==> src/rtl/dec_out_ctrl.sv <==
// dec_out_ctrl: replays one buffered codeword, applies err_val correction and streams it out with
// backpressure, a symbol index, SOP/EOP framing and one queued start.
module dec_out_ctrl #(
  parameter int SYM_BW     = 8,
  parameter int N_NUM      = 255,
  parameter int R_NUM      = 16,
  parameter int FIFO_LAT   = 1,
  parameter int OUT_PARITY = 1
) (
  input  logic              clk,
  input  logic              rst,
  input  logic              err_loc_val_sync_i,
  input  logic              dec_fail_i,
  output logic              fifo_rd_o,
  input  logic [SYM_BW-1:0] fifo_out_i,
  output logic              err_rd_o,
  input  logic [SYM_BW-1:0] err_val_i,
  input  logic              out_ready_i,
  output logic              out_valid_o,
  output logic [SYM_BW-1:0] symbol_out_o,
  output logic [7:0]        symbol_cnt_o,
  output logic              out_sop_o,
  output logic              out_eop_o,
  output logic              out_fail_o,
  output logic              busy_o,
  output logic              start_ovf_o
);
  localparam int K_NUM = N_NUM - R_NUM;
  localparam int DEPTH = FIFO_LAT + 1;
  localparam int PW = $clog2(DEPTH);
  localparam logic [7:0] LAST = 8'((OUT_PARITY != 0) ? N_NUM - 1 : K_NUM - 1);
  typedef enum logic [1:0] {IDLE, READ, DRAIN} state_t;
  state_t state_q, state_d;
  logic [7:0] rd_cnt_q, rd_cnt_d, ocnt_q;
  logic fail_q, fail_d, pend_q, pend_d, pend_fail_q, pend_fail_d, ovf_q, ovf_d;
  logic [FIFO_LAT-1:0] pipe_q;
  logic [SYM_BW-1:0] mem_q [DEPTH];
  logic [PW-1:0] wptr_q, rptr_q;
  logic [3:0] occ_q, inflight;
  logic start, kept, rd, pop, arrive, drained, credit_ok, go;
  assign start = err_loc_val_sync_i;
  assign kept = (OUT_PARITY != 0) || (rd_cnt_q < 8'(K_NUM));
  assign pop = out_valid_o & out_ready_i;
  assign arrive = pipe_q[FIFO_LAT-1];
  assign drained = (inflight == 4'd0) && (occ_q == 4'd0);
  // a symbol leaving this cycle frees its slot in time for a new read
  assign credit_ok = (occ_q + inflight) < (4'(DEPTH) + {3'b0, pop});
  assign rd = (state_q == READ) && (credit_ok || !kept);
  always_comb begin
    inflight = '0;
    for (int i = 0; i < FIFO_LAT; i++) inflight = inflight + {3'b0, pipe_q[i]};
  end
  always_comb begin
    state_d = state_q;
    rd_cnt_d = rd_cnt_q;
    fail_d = fail_q;
    pend_d = pend_q;
    pend_fail_d = pend_fail_q;
    ovf_d = 1'b0;
    go = 1'b0;
    case (state_q)
      IDLE: go = start;
      READ: begin
        rd_cnt_d = rd ? rd_cnt_q + 8'd1 : rd_cnt_q;
        state_d = (rd && rd_cnt_q == 8'(N_NUM - 1)) ? DRAIN : READ;
      end
      DRAIN: begin
        go = drained & (pend_q | start);
        state_d = drained ? IDLE : DRAIN;
      end
      default: state_d = IDLE;
    endcase
    if (go) begin
      state_d = READ;
      rd_cnt_d = '0;
      fail_d = pend_q ? pend_fail_q : dec_fail_i;
      pend_d = 1'b0;
    end
    // a start not consumed directly goes to the slot, or is dropped if the slot is still full
    if (start && !(go && !pend_q)) begin
      ovf_d = pend_d;
      pend_fail_d = pend_d ? pend_fail_q : dec_fail_i;
      pend_d = 1'b1;
    end
  end
  always_ff @(posedge clk) begin
    if (rst) begin
      state_q <= IDLE;
      rd_cnt_q <= '0;
      fail_q <= 1'b0;
      pend_q <= 1'b0;
      pend_fail_q <= 1'b0;
      ovf_q <= 1'b0;
      pipe_q <= '0;
      occ_q <= '0;
      wptr_q <= '0;
      rptr_q <= '0;
      ocnt_q <= '0;
    end else begin
      state_q <= state_d;
      rd_cnt_q <= rd_cnt_d;
      fail_q <= fail_d;
      pend_q <= pend_d;
      pend_fail_q <= pend_fail_d;
      ovf_q <= ovf_d;
      pipe_q <= FIFO_LAT'({pipe_q, rd & kept});
      occ_q <= occ_q + {3'b0, arrive} - {3'b0, pop};
      if (arrive) wptr_q <= (wptr_q == PW'(DEPTH - 1)) ? '0 : wptr_q + PW'(1);
      if (pop) rptr_q <= (rptr_q == PW'(DEPTH - 1)) ? '0 : rptr_q + PW'(1);
      if (pop) ocnt_q <= out_eop_o ? 8'd0 : ocnt_q + 8'd1;
    end
  end
  always_ff @(posedge clk) begin
    if (arrive) mem_q[wptr_q] <= fifo_out_i ^ (fail_q ? '0 : err_val_i);
  end
  assign fifo_rd_o = rd;
  assign err_rd_o = rd;
  assign out_valid_o = occ_q != 4'd0;
  assign symbol_out_o = out_valid_o ? mem_q[rptr_q] : '0;
  assign symbol_cnt_o = out_valid_o ? ocnt_q : 8'd0;
  assign out_sop_o = out_valid_o && ocnt_q == 8'd0;
  assign out_eop_o = out_valid_o && ocnt_q == LAST;
  assign busy_o = state_q != IDLE;
  assign out_fail_o = busy_o & fail_q;
  assign start_ovf_o = ovf_q;
endmodule
==> config.mk <==
export PLATFORM = sky130hd
export DESIGN_NAME = dec_out_ctrl
export DESIGN_NICKNAME = d
export VERILOG_FILES = /design/src/rtl/dec_out_ctrl.sv
export SDC_FILE = /design/constraint.sdc
export NUM_CORES = 1
export LEC_CHECK = 0
export CORE_UTILIZATION = 51
export DETAILED_ROUTE_END_ITERATION = 8
export PLACE_DENSITY = 0.79
export SLEW_MARGIN = 10
export SYNTH_ARGS = -nofsm -noshare
export SYNTH_HDL_FRONTEND = slang
export SYNTH_SLANG_ARGS = --single-unit
==> constraint.sdc <==
create_clock -name clk -period 2.9 [get_ports clk]
set_input_delay 0.29 -clock clk [delete_from_list [all_inputs] [get_ports clk]]
set_output_delay 0.29 -clock clk [all_outputs]
set_load 0.02 [all_outputs]
* Yosys cells after proc, flatten, opt, wreduce, memory -nomap -nowiden
Memory sizes are Yosys's and may differ from the RTL's. A register that Yosys moved wholly into a read port is not among the register bits. Cells that the tools add are included.
Storage, ports and cells: output and inout bits 24, memories 1, RAM bits 16, input bits 21, register bits 29
Cells by class: muxes and demuxes 18, $add $sub $neg 7, equality and inequality tests 5, reductions and logical operators 19, bitwise logic cells 7, order comparisons 1
Memories:
- mem_q | depth 2, bits a word 8, read ports 1, clocked after memory_dff 1, write ports 1, RTL line 37 | logic [SYM_BW-1:0] mem_q [DEPTH];
Operators by type and width (count):
- 8-bit two-way mux | 4
- 8-bit by 1-bit adder with 8-bit output, second input constant | 2
- 8-bit == test, second input constant | 2
- 1-bit two-way mux | 10
- 4-bit zero test | 2
- 8-bit zero test | 1
- 8-bit bitwise XOR | 1
- 1-bit logical AND | 7
- 2-bit one-hot mux with 3 select lines | 1
- 4-bit by 1-bit adder with 4-bit output | 1
- 4-bit by 3-bit < comparator with 1-bit output | 1
- 2-bit two-way mux | 2
- 2-bit AND reduction | 2
- 4-bit nonzero test | 1
- 2-bit OR reduction | 2
- 4-bit by 1-bit subtractor with 4-bit output | 1
- 2-bit by 1-bit adder with 3-bit output, first input constant | 1
- 1-bit AND | 3
- 1-bit adder, second input constant | 2
- 2-bit by 1-bit == test with 1-bit output, second input constant | 1
- 2-bit == test, second input constant | 1
- 1-bit zero test | 2
- 2-bit zero test | 1
- 2-bit inequality test, second input constant | 1
- 4 further kinds | 5

* Depth between registers and ports, before layout
Gate-level depths: netlist (run 1).
word-level depth 9, depth in mapped cells 13, gate-level depth less buffers 12

* Worst setup path before layout (run 1)
OpenSTA, ideal clock, no wires.
kind flip-flop to output port, start register occ_q[2], end output port fifo_rd_o, stages on the path, launching flop included 13, slack 0.452 ns, required time 2.610 ns, data arrival time 2.158 ns, cell sequence dfxtp_1 nor4_4 inv_2 nand2_1 inv_2 ha_1 inv_1 ha_1 nor2b_1 o211ai_4 buf_2 inv_2 buf_4
On the way: cells in the longest elaborated chain, start to end 5, elaborated cells on any way between the ends 6
Ends and longest elaborated chain:
- from (decl) | RTL line 39 | logic [3:0] occ_q, inflight;
- from (signal assigned) | RTL line 107 | occ_q <= occ_q + {3'b0, arrive} - {3'b0, pop};
- 4-bit nonzero test | RTL line 118 | assign out_valid_o = occ_q != 4'd0;
- net out_valid_o | RTL line 19 | output logic out_valid_o,
- 1-bit AND | RTL line 43 | assign pop = out_valid_o & out_ready_i;
- 2-bit by 1-bit adder with 3-bit output | RTL line 47 | assign credit_ok = (occ_q + inflight) < (4'(DEPTH) + {3'b0, pop});
- 4-bit by 3-bit < comparator with 1-bit output | RTL line 47
- 1-bit logical AND | RTL line 48 | assign rd = (state_q == READ) && (credit_ok || !kept);
- to (decl) | RTL line 14 | output logic fifo_rd_o,
The timed path passes the listed nets, and every way through them passes these cells.

* Worst setup path after layout (run 1)
start register occ_q[3], end output port err_rd_o
On the way: cells in the longest elaborated chain, start to end 5, elaborated cells on any way between the ends 6
Ends and longest elaborated chain:
- 4-bit nonzero test | RTL line 118
- 1-bit AND | RTL line 43
- 2-bit by 1-bit adder with 3-bit output | RTL line 47
- 4-bit by 3-bit < comparator with 1-bit output (*) | RTL line 47
- 1-bit logical AND (*) | RTL line 48
- to (decl) | RTL line 16 | output logic err_rd_o,
Mark *: on every way between the ends. The rest lies on a longest branch, timed or not.

==> impl_metrics.tcl, run 1 <==
set metrics [dict create \
    status "finished, final reports clean" \
    syn_area_per_cell_um2 9.961 \
    cts.reportedPaths.clkPinSlew_ps 80 \
    clk_path_buf_depth 2 \
    cts_tree "yes" \
    slew-limit-headroom 0.4303 \
    hold_buffers 0 \
    final_common_cell "clkdlybuf4s50_1" \
    synth_fp_nets 268 \
    clock_sinks 46 \
    yosys_warnings 0 \
    ys.flop_type "dfxtp_1" \
    cts-root-buf "clkbuf_8" \
    std_cell_rows 24 \
    wire_per_inst_um 13.40 \
    powerDensity_mw_per_mm2 841.6 \
    utilization 0.6727 \
    grt_pass1_vias 1735 \
    crit_path_start "occ_q[3]" \
    dpl.hpwl_mm 3.296 \
    antenna_found_initial 0 \
    grt_overflow 0 \
    drtIter0Drc 53 \
    end_kind "output port" \
    cts_buffers 5 \
    synth_cells 234 \
    die_y_um 69.61 \
    via_per_inst 5.330 \
    final_cell_mix "clkdlybuf4s50_1 (42), nor2_1 (28), dfxtp_1 (28), edfxtp_1 (16), xnor2_1 (15)" \
    n_fill_cell 371 \
    setup_viol 0 \
    core_area_mm2 0.004384 \
    hold_path_class "flip-flop to flip-flop" \
    fmax_mhz 382.5 \
    grt_max_degree 17 \
    skew_ps 4.801 \
    place_congestion 0.7668 \
    grt_pass1_wl_mm 7.638 \
    postCtsSetupRepairBufs 0 \
    insertion_delay_ps 300 \
    yosysSeqAreaShare 0.4638 \
    arrival_ps 2320 \
    antenna_cells 0 \
    port_buffers 44 \
    ir_drop_mv 0.5916 \
    hold_viol 0 \
    synth_compound_area_frac 0.09554 \
    hold_start "pend_fail_q" \
    area_growth_pct 26.52 \
    grt_setup_unrepaired "no" \
    synth_enable_flop_cells 16 \
    crit_required_ps 2610 \
    synth_fa_ha_area_frac 0.06978 \
    vias 1791 \
    power_leakage_nw 1.102 \
    htreeDepth 2 \
    layout.nets 317 \
    die-area_mm2 0.004845 \
    synth_cell_types 41 \
    critPathLaunchType "flip-flop" \
    drv_slew 0 \
    yosys.area_share.simple 0.2120 \
    drive_above_1_share 0.06690 \
    grt_use_total 0.1981 \
    async_reset_ff_frac 0 \
    netlist_area_mm2 0.002331 \
    wl_mm 4.501 \
    power_mw 2.482 \
    ant_nets 0 \
    die_w_um 69.61 \
    synth_seq_cells 46 \
    worstMarginPinSlew_ps 852.7 \
    setup_tns_ps 0 \
    critPathKind "flip-flop to output port" \
    drc 0 \
    crit_fanout 9 \
    initial_core_util 0.5317 \
    synth-xor-area-share 0.07890 \
    synthMuxAreaShare 0.04724 \
    synth_top_family_by_area "simple AND/OR/NAND/NOR gates" \
    pin_count 45 \
    drt-pass1-iter-count 4 \
    fin_crit_ps 2614 \
    r2r-start "occ_q[3]" \
    drv_cap 0 \
    finalCritPeriodShare 0.9015 \
]
[final cells by class]
cell class              count  area, um^2  area share
well taps                  52       65.06     0.02206
flip-flops and latches     46        1084      0.3674
multi-input cells         169        1174      0.3980
clock inverters             2       33.78     0.01146
clock buffers               6       72.57     0.02461
repair buffers             48       471.7      0.1599
inverters                  13       48.80     0.01655
[final timing paths]
kind | end | slack (ps) | cells past startpoint
max | err_rd_o | 290 | 11
min | pend_fail_q | 480 | 2
max reg2reg | state_q[1] | 380 | 12
min reg2reg | pend_fail_q | 480 | 2
[layer usage]
metal	share of wire	GRT usage	up-vias	routed length, um
li1	-	-	906	-
met2	0.50	0.3312	29	2245
met3	0.032	0.05378	5	142
met1	0.46	0.2444	851	2062
met5	0	0	-	0
met4	0.011	0.07256	0	51
[sequential cells by signal (all words and copies together) (netlist names), named ones only]
name / flops
ocnt_q: 8
state_q: 2
arrive: 1
rptr_q: 1
occ_q: 4
pend_fail_q: 1
wptr_q: 1
rd_cnt_q: 8
fail_q: 1
pend_q: 1
start_ovf_o: 1
mem_q: 16
[synth_stat cells (2+ instances only)]
cell / count / area [um^2]
inv_2: 3 / 11.26
xnor2_1: 15 / 131.4
nor4_1: 2 / 12.51
xor2_1: 6 / 52.55
ha_1: 13 / 162.7
nor2b_1: 6 / 37.54
and4_1: 3 / 26.28
nand2_1: 14 / 52.55
mux2i_1: 11 / 110.1
dfxtp_1: 30 / 600.6
a31oi_1: 4 / 25.02
nor2_1: 28 / 105.1
and2_1: 7 / 43.79
o21ai_0: 7 / 35.03
or4_1: 2 / 15.01
edfxtp_1: 16 / 480.5
or3_1: 6 / 37.54
nand3_1: 6 / 30.03
nand4_1: 2 / 12.51
nand2b_1: 11 / 68.82
clkbuf_1: 4 / 15.01
a21oi_1: 9 / 45.04
o211ai_1: 2 / 15.01
inv_1: 10 / 37.54
[timing repair]
action | in CTS | in global routing
setup endpoints to repair | 2 | 1
cloned | 0 | 0
gates resized for setup | 3 | 1
[kinds of logic after synthesis]
family | Yosys count
multiplexers | 11
XOR/XNOR | 21
flip-flops | 46
buffers and inverters | 19
adder cells (fa/ha/maj) | 13
AO/OA/AOI/OAI | 32
AND/OR/NAND/NOR | 92
[report_power, final]
part	switching, mW	internal [mW]
logic	0.630	0.528
clock network	0.208	0.254
registers	0.104	0.756
[critical path: stages (launching register included)]
cell           delay, ps
dfxtp_1              430
nor4_4                80
inv_2                120
nand2_1              130
inv_2                 80
ha_1                 180
inv_1                 70
ha_1                 170
nor2b_1              200
o211ai_4             120
inv_2                110
dlygate4sd2_1        340
[per-stage QoR]
stage / cells / worst slack, ps / instance area (um^2) / hold slack [ps]
2_1_floorplan: 234 / 452.0 / 2331 / 430.5
3_3_place_gp: 328 / 239.2 / 2839 / 463.0
3_5_place_dp: 328 / 190.2 / 2839 / 472.1
4_1_cts: 336 / 0.8740 / 2947 / 483.7
5_1_grt: 336 / 69.85 / 2949 / 513.0
6_report: 336 / 285.6 / 2949 / 483.8
(Power assumes the default switching activity.)
==> run 2: changes to the inputs <==
--- a/config.mk
+++ b/config.mk
@@ -5,9 +5,11 @@
 export SDC_FILE = /design/constraint.sdc
 export NUM_CORES = 1
 export LEC_CHECK = 0
-export CORE_UTILIZATION = 51
+export CELL_PAD_IN_SITES_DETAIL_PLACEMENT = 0
+export CELL_PAD_IN_SITES_GLOBAL_PLACEMENT = 1
+export CORE_UTILIZATION = 39
 export DETAILED_ROUTE_END_ITERATION = 8
-export PLACE_DENSITY = 0.79
+export PLACE_DENSITY_LB_ADDON = 0.1
 export SLEW_MARGIN = 10
 export SYNTH_ARGS = -nofsm -noshare
 export SYNTH_HDL_FRONTEND = slang
==> impl_metrics.tcl, run 2 (same netlist as run 1, synthesis figures left out) <==
set metrics [dict create \
    status "finished, final reports clean" \
    die-area_mm2 0.006290 \
    setup_viol 0 \
    cts-root-buf "clkbuf_8" \
    die_w_um 79.31 \
    drt-pass1-iter-count 4 \
    setup_tns_ps 0 \
    cts.reportedPaths.clkPinSlew_ps 80 \
    clock_sinks 46 \
    final_common_cell "clkdlybuf4s50_1" \
    grt_pass1_vias 1652 \
    wire_per_inst_um 12.51 \
    layout.nets 317 \
    grt_setup_unrepaired "no" \
    worstMarginPinSlew_ps 757.2 \
    grt_max_degree 18 \
    core_area_mm2 0.005642 \
    antenna_found_initial 0 \
    largest_register_ffs 16 \
    port_buffers 44 \
    reg.largest.list "mem_q x16, ocnt_q x8, rd_cnt_q x8" \
    hold_viol 0 \
    critPathLaunchType "flip-flop" \
    regMostFlops "mem_q" \
    hold_start "pend_fail_q" \
    r2r-start "occ_q[3]" \
    wl_mm 4.452 \
    pre_cts_slack_ps 238.2 \
    n_fill_cell 520 \
    std_cell_rows 27 \
    timing.rr.end "state_q[1]" \
    place_congestion 0.7178 \
    insertion_delay_ps 290 \
    r2r_setup_slack_ps 380 \
    ant_nets 0 \
    antenna_cells 0 \
    pin_count 45 \
    reg2regPathDepth 12 \
    drtIter0Drc 46 \
    final_cell_mix "clkdlybuf4s50_1 (42), nor2_1 (28), dfxtp_1 (27), edfxtp_1 (16), xnor2_1 (15)" \
    grt_pass1_wl_mm 7.617 \
    setup_ws_ps 301.4 \
    fin_crit_ps 2599 \
    finalCritPeriodShare 0.8961 \
    grt_overflow 0 \
    initial_core_util 0.4132 \
    skew_ps 6.435 \
    area_growth_pct 26.62 \
    fmax_mhz 384.8 \
    htreeDepth 2 \
    via_per_inst 4.994 \
    vias 1778 \
    cts_tree "yes" \
    grt_use_total 0.1568 \
    switchingPower_uw 945.4 \
    holdPathStages 2 \
    arrival_ps 2310 \
    intPower_mw 1.454 \
    drv_slew 0 \
    hold_path_class "flip-flop to flip-flop" \
    hold_path_end "pend_fail_q" \
    power_leakage_nw 1.094 \
    crit_fanout 9 \
    postCtsSetupRepairBufs 0 \
    clk_path_buf_depth 2 \
    crit_required_ps 2610 \
    drive_above_1_share 0.07394 \
    dpl.hpwl_mm 3.251 \
    die_y_um 79.31 \
    critPathKind "flip-flop to output port" \
    clockPowerShare 0.156 \
    p_sw_frac 0.3941 \
    powerDensity_mw_per_mm2 812.8 \
    hold_buffers 0 \
    end_kind "output port" \
    cts_buffers 5 \
    combPwrFrac 0.485 \
    slew-limit-headroom 0.4942 \
    drv_cap 0 \
    ir_drop_mv 0.5457 \
    p_seq_frac 0.359 \
    drc 0 \
]
run 2: timing repair:
item	in CTS	in global routing
setup endpoints to repair	2	1
pin swaps	0	0
resized for setup	3	2
run 2: critical path, cell delays in order (launching register included):
cell	delay [ps]
dfxtp_1	430
nor4_4	80
inv_2	130
nand2_1	130
inv_2	80
ha_1	160
inv_1	60
ha_1	170
nor2b_1	200
o211ai_4	120
inv_2	110
dlygate4sd2_1	330
run 2: how the worst max path moves through the flow:
stage	startpoint	endpoint	slack [ps]	cells past startpoint
6_report	occ_q[3]	fifo_rd_o	300	11
3_5_place_dp	out_ready_i	fifo_rd_o	240	10
2_1_floorplan	occ_q[2]	fifo_rd_o	450	12
4_1_cts	occ_q[3]	err_rd_o	8	11
3_3_place_gp	out_ready_i	fifo_rd_o	230	10
5_1_grt	occ_q[3]	fifo_rd_o	120	11
run 2: cell type report:
| class | count | area [um^2] | share of cell area |
|---|---|---|---|
| multi-input cells | 169 | 1174 | 0.3976 |
| flip-flops and latches | 46 | 1085 | 0.3675 |
| repair buffers | 48 | 471.7 | 0.1598 |
| well taps | 72 | 90.09 | 0.03052 |
| clock buffers | 6 | 72.57 | 0.02459 |
| inverters | 13 | 48.80 | 0.01653 |
| clock inverters | 2 | 10.01 | 0.003391 |
run 2: power by group through the flow:
stage	clock, mW	sequential (mW)	combinational, mW
2_1_floorplan	0	0.833	0.739
3_3_place_gp	0	0.868	1.18
3_5_place_dp	0	0.872	1.19
4_1_cts	0.389	0.861	1.19
5_1_grt	0.418	0.877	1.28
6_report	0.374	0.862	1.16
run 2: layer usage:
layer | global-route usage | vias to the layer above | wire, um
li1 | - | 902 | -
met1 | 0.1931 | 835 | 2111
met2 | 0.2612 | 33 | 2087
met3 | 0.03678 | 8 | 177
met4 | 0.06545 | 0 | 75
met5 | 0 | - | 0
run 2: through the flow:
| stage | cell area [um^2] | total power [mW] | std cells | hold WS [ps] | utilization |
|---|---|---|---|---|---|
| floorplan | 2331 | 1.572 | 234 | 430.5 | - |
| global placement | 2864 | 2.049 | 348 | 464.8 | 0.5077 |
| detailed placement | 2864 | 2.058 | 348 | 477.2 | 0.5077 |
| CTS | 2948 | 2.439 | 356 | 490.4 | 0.5225 |
| global route | 2952 | 2.578 | 356 | 524.1 | 0.5232 |
| finish | 2952 | 2.399 | 356 | 483.5 | 0.5232 |
